### src/rtl/adc_dac_loop_sequencer_if.sv
// ADC-reader / DAC-driver handshake bundle seen by the loop sequencer.
// The slave side is the sequencer; the master side is the reader/driver pair.
interface adc_dac_loop_sequencer_if #(
  parameter int DATA_WIDTH = 16
) ();
  logic                  adc_new_data;
  logic [DATA_WIDTH-1:0] adc_data;
  logic                  dac_start;
  logic [DATA_WIDTH-1:0] dac_data;
  logic                  dac_busy;

  modport slave  (input  adc_new_data, adc_data, dac_busy,
                  output dac_start, dac_data);
  modport master (output adc_new_data, adc_data, dac_busy,
                  input  dac_start, dac_data);
endinterface

### src/rtl/adc_dac_loop_sequencer.sv
// ADC-to-DAC feedback loop sequencer: decimates reader samples, issues one DAC
// write at a time, counts forwarded/dropped samples and owns the reader gain.
module adc_dac_loop_sequencer #(
  parameter int DATA_WIDTH = 16,
  parameter int GAIN_WIDTH = 16,
  parameter int CNT_WIDTH  = 16
) (
  input  logic                  clk,
  input  logic                  aresetn,
  input  logic                  enable,
  input  logic [7:0]            decim,
  input  logic                  gain_wr,
  input  logic [GAIN_WIDTH-1:0] gain_in,
  output logic                  gain_pending,
  output logic [GAIN_WIDTH-1:0] GAIN,
  output logic [CNT_WIDTH-1:0]  sample_cnt,
  output logic [CNT_WIDTH-1:0]  overrun_cnt,
  output logic                  active,
  adc_dac_loop_sequencer_if.slave bus
);

  typedef enum logic [1:0] {IDLE, RUN, WAIT_BUSY, WRITING} state_t;

  localparam logic [GAIN_WIDTH-1:0] GAIN_UNITY = GAIN_WIDTH'(16'h0100);

  state_t                state_q, state_d;
  logic [7:0]            decim_q, decim_d;
  logic [7:0]            dcnt_q, dcnt_d;
  logic [1:0]            wait_q, wait_d;
  logic                  dac_start_q;
  logic [DATA_WIDTH-1:0] dac_data_q;
  logic [GAIN_WIDTH-1:0] gain_q, shadow_q;
  logic                  pending_q;
  logic [CNT_WIDTH-1:0]  smp_q, ovr_q;
  logic                  fwd, drop, boundary;

  always_ff @(posedge clk or negedge aresetn) begin
    if (!aresetn) begin
      state_q <= IDLE;
      decim_q <= '0;
      dcnt_q  <= '0;
      wait_q  <= '0;
    end else begin
      state_q <= state_d;
      decim_q <= decim_d;
      dcnt_q  <= dcnt_d;
      wait_q  <= wait_d;
    end
  end

  always_comb begin
    state_d = state_q;
    decim_d = decim_q;
    dcnt_d  = dcnt_q;
    wait_d  = wait_q;
    fwd     = 1'b0;
    drop    = 1'b0;
    case (state_q)
      IDLE: if (enable) begin
        decim_d = decim;
        dcnt_d  = '0;
        state_d = RUN;
      end
      RUN: begin
        if (!enable) state_d = IDLE;
        else if (bus.adc_new_data) begin
          if (dcnt_q == '0) begin
            dcnt_d  = decim_q;
            fwd     = 1'b1;
            wait_d  = '0;
            state_d = WAIT_BUSY;
          end else dcnt_d = dcnt_q - 8'd1;
        end
      end
      // busy is ignored in the dac_start cycle itself: the driver cannot have
      // reacted yet, and this keeps successive starts at least 4 cycles apart.
      WAIT_BUSY: begin
        if ((wait_q != 2'd0 && bus.dac_busy) || wait_q == 2'd2) state_d = WRITING;
        else wait_d = wait_q + 2'd1;
      end
      WRITING: if (!bus.dac_busy) state_d = enable ? RUN : IDLE;
      default: state_d = IDLE;
    endcase
    if ((state_q == WAIT_BUSY || state_q == WRITING) && bus.adc_new_data) begin
      if (dcnt_q == '0) begin
        drop   = 1'b1;
        dcnt_d = decim_q;
      end else dcnt_d = dcnt_q - 8'd1;
    end
  end

  always_ff @(posedge clk or negedge aresetn) begin
    if (!aresetn) begin
      dac_start_q <= 1'b0;
      dac_data_q  <= '0;
      smp_q       <= '0;
      ovr_q       <= '0;
    end else begin
      dac_start_q <= fwd;
      if (fwd) dac_data_q <= bus.adc_data;
      if (fwd && smp_q != '1) smp_q <= smp_q + 1'b1;
      if (drop && ovr_q != '1) ovr_q <= ovr_q + 1'b1;
    end
  end

  // On a boundary GAIN takes the old shadow; a same-cycle write lands in the
  // shadow and stays pending for the following boundary.
  assign boundary = bus.adc_new_data || (state_q == IDLE);

  always_ff @(posedge clk or negedge aresetn) begin
    if (!aresetn) begin
      gain_q    <= GAIN_UNITY;
      shadow_q  <= GAIN_UNITY;
      pending_q <= 1'b0;
    end else begin
      if (boundary) gain_q <= shadow_q;
      if (gain_wr) begin
        shadow_q  <= gain_in;
        pending_q <= 1'b1;
      end else if (boundary) pending_q <= 1'b0;
    end
  end

  assign bus.dac_start = dac_start_q;
  assign bus.dac_data  = dac_data_q;
  assign GAIN          = gain_q;
  assign gain_pending  = pending_q;
  assign sample_cnt    = smp_q;
  assign overrun_cnt   = ovr_q;
  assign active        = (state_q != IDLE);

endmodule

### src/flat_wrapper.sv
// flat-port wrapper written by rule: the top's interface ports become plain ports
module adc_dac_loop_sequencer_flat 
#(
  parameter int DATA_WIDTH = 16,
  parameter int GAIN_WIDTH = 16,
  parameter int CNT_WIDTH  = 16
)
  (clk, aresetn, enable, decim, gain_wr, gain_in, gain_pending, GAIN, sample_cnt, overrun_cnt, active, bus_adc_new_data, bus_adc_data, bus_dac_busy, bus_dac_start, bus_dac_data);
  adc_dac_loop_sequencer_if #(.DATA_WIDTH(DATA_WIDTH)) bus_i ();
  input  logic clk;
  input  logic aresetn;
  input  logic enable;
  input  logic [7:0] decim;
  input  logic gain_wr;
  input  logic [GAIN_WIDTH-1:0] gain_in;
  output logic gain_pending;
  output logic [GAIN_WIDTH-1:0] GAIN;
  output logic [CNT_WIDTH-1:0] sample_cnt;
  output logic [CNT_WIDTH-1:0] overrun_cnt;
  output logic active;
  input wire logic [$bits(bus_i.adc_new_data)-1:0] bus_adc_new_data;
  input wire logic [$bits(bus_i.adc_data)-1:0] bus_adc_data;
  input wire logic [$bits(bus_i.dac_busy)-1:0] bus_dac_busy;
  output wire logic [$bits(bus_i.dac_start)-1:0] bus_dac_start;
  output wire logic [$bits(bus_i.dac_data)-1:0] bus_dac_data;
  assign bus_i.adc_new_data = bus_adc_new_data;
  assign bus_i.adc_data = bus_adc_data;
  assign bus_i.dac_busy = bus_dac_busy;
  assign bus_dac_start = bus_i.dac_start;
  assign bus_dac_data = bus_i.dac_data;
  adc_dac_loop_sequencer #(.DATA_WIDTH(DATA_WIDTH), .GAIN_WIDTH(GAIN_WIDTH), .CNT_WIDTH(CNT_WIDTH)) u_core (.clk(clk), .aresetn(aresetn), .enable(enable), .decim(decim), .gain_wr(gain_wr), .gain_in(gain_in), .gain_pending(gain_pending), .GAIN(GAIN), .sample_cnt(sample_cnt), .overrun_cnt(overrun_cnt), .active(active), .bus(bus_i));
endmodule
### config.mk
export PLATFORM = sky130hd
export DESIGN_NAME = adc_dac_loop_sequencer_flat
export DESIGN_NICKNAME = d
export VERILOG_FILES = /design/src/rtl/adc_dac_loop_sequencer_if.sv /design/src/rtl/adc_dac_loop_sequencer.sv /design/src/flat_wrapper.sv
export SDC_FILE = /design/constraint.sdc
export NUM_CORES = 1
export LEC_CHECK = 0
export CORE_MARGIN = 3
export CORE_UTILIZATION = 49
export CTS_CLUSTER_DIAMETER = 100
export DETAILED_ROUTE_END_ITERATION = 10
export PLACE_DENSITY_LB_ADDON = 0.3
export SETUP_SLACK_MARGIN = 0.5
export SYNTH_ARGS = -nofsm -noshare
export SYNTH_HDL_FRONTEND = slang
export SYNTH_SLANG_ARGS = --single-unit
### constraint.sdc
create_clock -name clk -period 2.4 [get_ports clk]
set_input_delay 0.24 -clock clk [delete_from_list [all_inputs] [get_ports clk]]
set_output_delay 0.24 -clock clk [all_outputs]
set_load 0.005 [all_outputs]
* Word level (Yosys, flattened, before mapping)
Index checks and enable logic that the tools add are counted.
** Word-level totals
- Bits in registers :: 102
- Input bits :: 46
- Output and inout port bits :: 67
- Logic and storage cells :: 77
** Operators by class
- Add/sub/neg operators :: 4
- Eq/ne operators :: 18
- Muxes and demuxes :: 26
- Reduce and logical (&&, ||, !) cells :: 18
** Operator list (number)
- $mux 8 :: 5
- $add 16x1->16 const B :: 2
- $ne 16x16->1 const B :: 2
- $mux 2 :: 10
- $pmux 8 s2 :: 1
- $ne 3x2->1 const B :: 4
- $ne 2x2->1 const B :: 5
- $reduce_and 5->1 :: 2
- $logic_not 8->1 :: 1
- $mux 1 :: 8
- $pmux 2 s4 :: 1
- $reduce_bool 2->1 :: 4
- $sub 8x1->8 const B :: 1
- $eq 2x2->1 const B :: 3
- $logic_and 1x1->1 :: 4
- $ne 2x1->1 const B :: 2
- $pmux 2 s2 :: 1
- $reduce_and 4->1 :: 1
- $logic_or 1x1->1 :: 3
- $ne 3x3->1 const B :: 1
- $reduce_bool 3->1 :: 1
- $add 2x1->2 const B :: 1
- $eq 2x1->1 const B :: 1
- $logic_not 2->1 :: 1
- $reduce_and 2->1 :: 1

* Logic depth before layout (Yosys ltp)
- Depth after elaboration :: 6
- Depth in mapped cells :: 9
- Depth with buffers taken out :: 7

* Least setup slack after synthesis
Ideal clock, no wire load.
- Path kind :: register to register
- Start point :: register u_core.dcnt_q[0]
- End point :: register u_core.smp_q[1], in the netlist u_core.sample_cnt[1]
- Setup time :: 125 ps
- Arrival time :: 1838 ps
- Data required time :: 2275 ps
- Slack :: 437 ps
- Cell stages (with the launch flop) :: 8
- Path buffers :: 1
- Period minus slack after synthesis :: 1963 ps
- Cell sequence :: dfrtp_1 -> inv_1 -> ha_1 -> nor2b_1 -> clkbuf_1 -> nand4_2 -> a21oi_1 -> mux2_2
** Between the ends
- Word-level cells in the longest chain between the ends :: 6
** Ends and longest elaborated chain
- start: declaration :: RTL line adc_dac_loop_sequencer.sv:28 : logic [7:0] dcnt_q, dcnt_d;
- start signal: assignment :: RTL line adc_dac_loop_sequencer.sv:46 : dcnt_q <= dcnt_d;
- $logic_not 8->1 :: RTL line adc_dac_loop_sequencer.sv:67 : if (dcnt_q == '0) begin
- $mux 1 :: RTL line adc_dac_loop_sequencer.sv:67
- $mux 1 :: RTL line adc_dac_loop_sequencer.sv:66 : else if (bus.adc_new_data) begin
- $mux 1 :: RTL line adc_dac_loop_sequencer.sv:65 : if (!enable) state_d = IDLE;
- $mux 1 :: RTL line adc_dac_loop_sequencer.sv:58 : case (state_q)
- $logic_and 1x1->1 :: RTL line adc_dac_loop_sequencer.sv:101 : if (fwd && smp_q != '1) smp_q <= smp_q + 1'b1;
- end signal: assignment :: RTL line adc_dac_loop_sequencer.sv:101
- end: declaration :: RTL line adc_dac_loop_sequencer.sv:34 : logic [CNT_WIDTH-1:0] smp_q, ovr_q;
No other way between the ends.
A chain may end at the register's enable or synchronous reset.

* Worst setup path in the final report
- Start point :: register u_core.dcnt_q[0]
- End point :: register u_core.ovr_q[8], in the netlist u_core.overrun_cnt[8]
** Between the ends
- Word-level cells in the longest chain between the ends :: 4
** Ends and longest elaborated chain
- $logic_not 8->1 :: RTL line adc_dac_loop_sequencer.sv:85 : if (dcnt_q == '0) begin
- $mux 1 :: RTL line adc_dac_loop_sequencer.sv:85
- $mux 1 :: RTL line adc_dac_loop_sequencer.sv:84 : if ((state_q == WAIT_BUSY || state_q == WRITING) && bus.adc_new_data) begin
- $logic_and 1x1->1 :: RTL line adc_dac_loop_sequencer.sv:102 : if (drop && ovr_q != '1) ovr_q <= ovr_q + 1'b1;
- end signal: assignment :: RTL line adc_dac_loop_sequencer.sv:102
- end: declaration :: RTL line adc_dac_loop_sequencer.sv:34
No other way between the ends.

==> qor.txt <==
Clk_skew - 12.0 ps
Type of destination of the critical path - register
Total die area - 0.0106 mm2
# clock sinks - 102
Post-synth cell types - 51
Total power - 6000 uW
Gpl congestion - 0.897
DR WL/cell - 16.9 um
Final wirelength - 10900 um
Clk Latency, worst-skew pair - 370 ps
I/O Buffers - 112
H-tree levels - 3
Share of layout cells above drive strength 1 - 0.224
Area grow syn2layout - 39.5%
Initial antenna violation count - 0
Number of global-route vias before repair - 3579
R2r setup slk - 420 ps
Drt first pass iters - 4
Slew headroom - 0.503
Synthesized Nets - 449
Core Region - 0.00889 mm2
DR iter-0 viols - 134
Post-route DRC - 0
Register area - 0.00256 mm2
Maximum fanout along the worst path - 5
DRT antenna net count - 0
Largest cells by area after synthesis - dfrtp_1, mux2_2, nand2_1, xnor2_1, xor2_1
Synth area leader - dfrtp_1
Seq cells post-synth - 102
Tcrit/Tclk final - 0.827
Post-Place Cell Area - 0.00587 mm2
Vias per cell - 5.55
Clk buf depth - 2
WS Path Type - register to register
Ys Warns - 0
Hold Path Class - input port to register
Critical Path, Cell by Cell - inv_2, ha_2, nand4b_1, buf_4, nor4_2, nand4_1, xnor2_1
TNS Setup - 0 ps
Mapped Cells - 399
Starting density of the core - 0.516
Worst Path Required - 2650 ps
Finished Cell Area - 0.00640 mm2
DP Cell Count - 614
Nets - 585
Pleak - 0.00276 uW
Slew of the pin with the lowest slew margin - 743 ps
Fmax - 504 MHz
Slew Viols, Final - 0
# Max-Cap Violations - 0
PD cells - 939 mW/mm2
Multi-input logic area - 0.00209 mm2
Worst EP arrival - 2240 ps
Finished Layout Cells - 648
CTS tree - done
Top-area cell type share of the netlist area - 0.546
Outcome - completed
Synth Flop Type - dfrtp_1
First-pass GRT wire length - 17200 um
Syn Std Cell Area - 0.00459 mm2
Dpl hpwl - 7370 um
Slowest stage delay, CP - 460 ps
Clk pin slew, worst setup/hold paths - 110 ps
Num CTS Buffers - 9
Clock Root Buffer - clkbuf_8
Final WS setup - 416 ps
CP startpoint kind - register
Ys async rst share - 1.00
Routed vias - 3595
Std cell rows - 34
Slowest CP cell - dfrtp_2
Final hold violation count - 0
VDD IR max - 515 uV
Fill cells - 635
Tot GR Track Use - 0.205
Setup violators final - 0
Ant. Diodes - 0
Unrepaired setup endpoints after global routing - yes
# IOs - 113
Die Wd - 103 um
Final min period - 1980 ps
Die height - 103 um
Sequential area share after synthesis - 0.557
Largest net degree at the start of global routing - 60
Mean Syn Cell Area - 11.5 um2
Total grt overflow - 0
Pre-CTS WS - 237 ps
Post-synth EDFFs - 0
placed cells by master, fill, tap and decap left out, types with 3 or more instances in the layout:
| cell type | count |
|---|---|
| inv_1 | 9 |
| o21ai_0 | 6 |
| nand3_1 | 10 |
| o22ai_1 | 4 |
| mux2_2 | 43 |
| nor4_1 | 3 |
| a211oi_1 | 3 |
| nand4_1 | 9 |
| inv_6 | 4 |
| o2111ai_1 | 5 |
| buf_4 | 24 |
| mux2i_1 | 8 |
| nor3_1 | 5 |
| nand2_1 | 66 |
| xor2_1 | 11 |
| dfrtp_2 | 5 |
| a21oi_1 | 9 |
| dfrtp_1 | 95 |
| ha_1 | 3 |
| xnor2_1 | 16 |
| clkbuf_8 | 9 |
| clkdlybuf4s50_1 | 110 |
| nor2_1 | 11 |
| and3_1 | 7 |
| nand2b_1 | 5 |
| o211ai_1 | 4 |
routing by layer:
layer,wire length [um],track usage
met2,5620,0.347
met3,674,0.0616
met4,119,0.0408
met5,0,0
met1,4510,0.265
cells in the mapped netlist, drive strengths merged, types with 3 or more instances:
cell,instances
mux2i,8
dfrtp,100
nor2,12
o211ai,4
o22ai,4
a21oi,11
nor3,9
o2111ai,5
xor2,11
xnor2,16
buf,8
clkbuf,6
nor4,7
a211oi,4
nor2b,3
inv,11
o21ai,8
nand4,11
ha,4
nand3,11
nand2,66
nand2b,5
and3,7
mux2,44
logic make-up (layout without fill, tap and decap cells):
group                      after synthesis  after routing  share of synthesized area
and+or+nand+nor                        144            144                      0.163
DFF                                    102            102                      0.557
muxes                                   52             52                      0.126
AOI/OAI and AO/OA                       45             45                     0.0671
xor gates and xnor gates                27             27                     0.0516
buffers and inverters                   25            166                     0.0235
adders and majority gates                4              4                     0.0109
sequential cells by signal, indices dropped and copies added (netlist names), named ones only:
| signal | flops |
|---|---|
| u_core.overrun_cnt | 16 |
| u_core.shadow_q | 16 |
| u_core.decim_q | 8 |
| u_core.gain_pending | 1 |
| u_core.sample_cnt | 16 |
| u_core.bus.dac_data | 16 |
| u_core.dcnt_q | 8 |
| u_core.GAIN | 16 |
| u_core.state_q | 1 |
| u_core.bus.dac_start | 1 |
| u_core.wait_q | 2 |
layout make-up:
class                   count  share of cell area
multi-input cells         272               0.327
clock inverters             7              0.0119
inverters                  11             0.00646
repair buffers            139               0.214
well taps                 108              0.0211
flip-flops and latches    102               0.400
clock buffers               9              0.0194
metrics by stage:
stage,hold WS (ps),utilization
2_1_floorplan,-55.6,-
3_3_place_gp,268,0.660
3_5_place_dp,273,0.660
4_1_cts,374,0.698
5_1_grt,373,0.719
6_report,393,0.719
power breakdown:
group          internal (uW)  total (uW)  leakage [uW]  switching [uW]
combinational           1360        2380       0.00138            1020
clock                    412        1080      0.000101             666
sequential              2170        2550       0.00128             378
total                   3940        6000       0.00276            2060
critical path, delay by kind of cell, from the launching register on:
kind	cells	cell delay, ps
AND/OR/NAND/NOR	3	720
flip-flops	1	460
buffers and inverters	2	300
adder cells (fa/ha/maj)	1	210
XOR/XNOR	1	160
final timing paths:
path | startpoint | endpoint | cells after the start
max reg2reg | u_core.dcnt_q[0] | u_core.overrun_cnt[8] | 7
min | bus_adc_data[10] | u_core.bus.dac_data[10] | 3
max | u_core.dcnt_q[0] | u_core.overrun_cnt[8] | 7
min reg2reg | u_core.bus.dac_data[9] | u_core.bus.dac_data[9] | 2
min in group asynchronous | aresetn | u_core.overrun_cnt[14] | 2
max in group asynchronous | aresetn | u_core.GAIN[8] | 3
timing repair:
| action | 4_1_cts | 5_1_grt |
|---|---|---|
| setup endpoints to repair | 49 | 46 |
| pin swaps | 2 | 7 |
| gates resized for setup | 13 | 20 |
| hold buffers | 1 | 0 |
| endpoints found under the hold margin | 43 | 0 |
| gates cloned | 0 | 1 |
| setup buffers | 7 | 9 |
No activity file was read; power rests on OpenSTA's default activity.
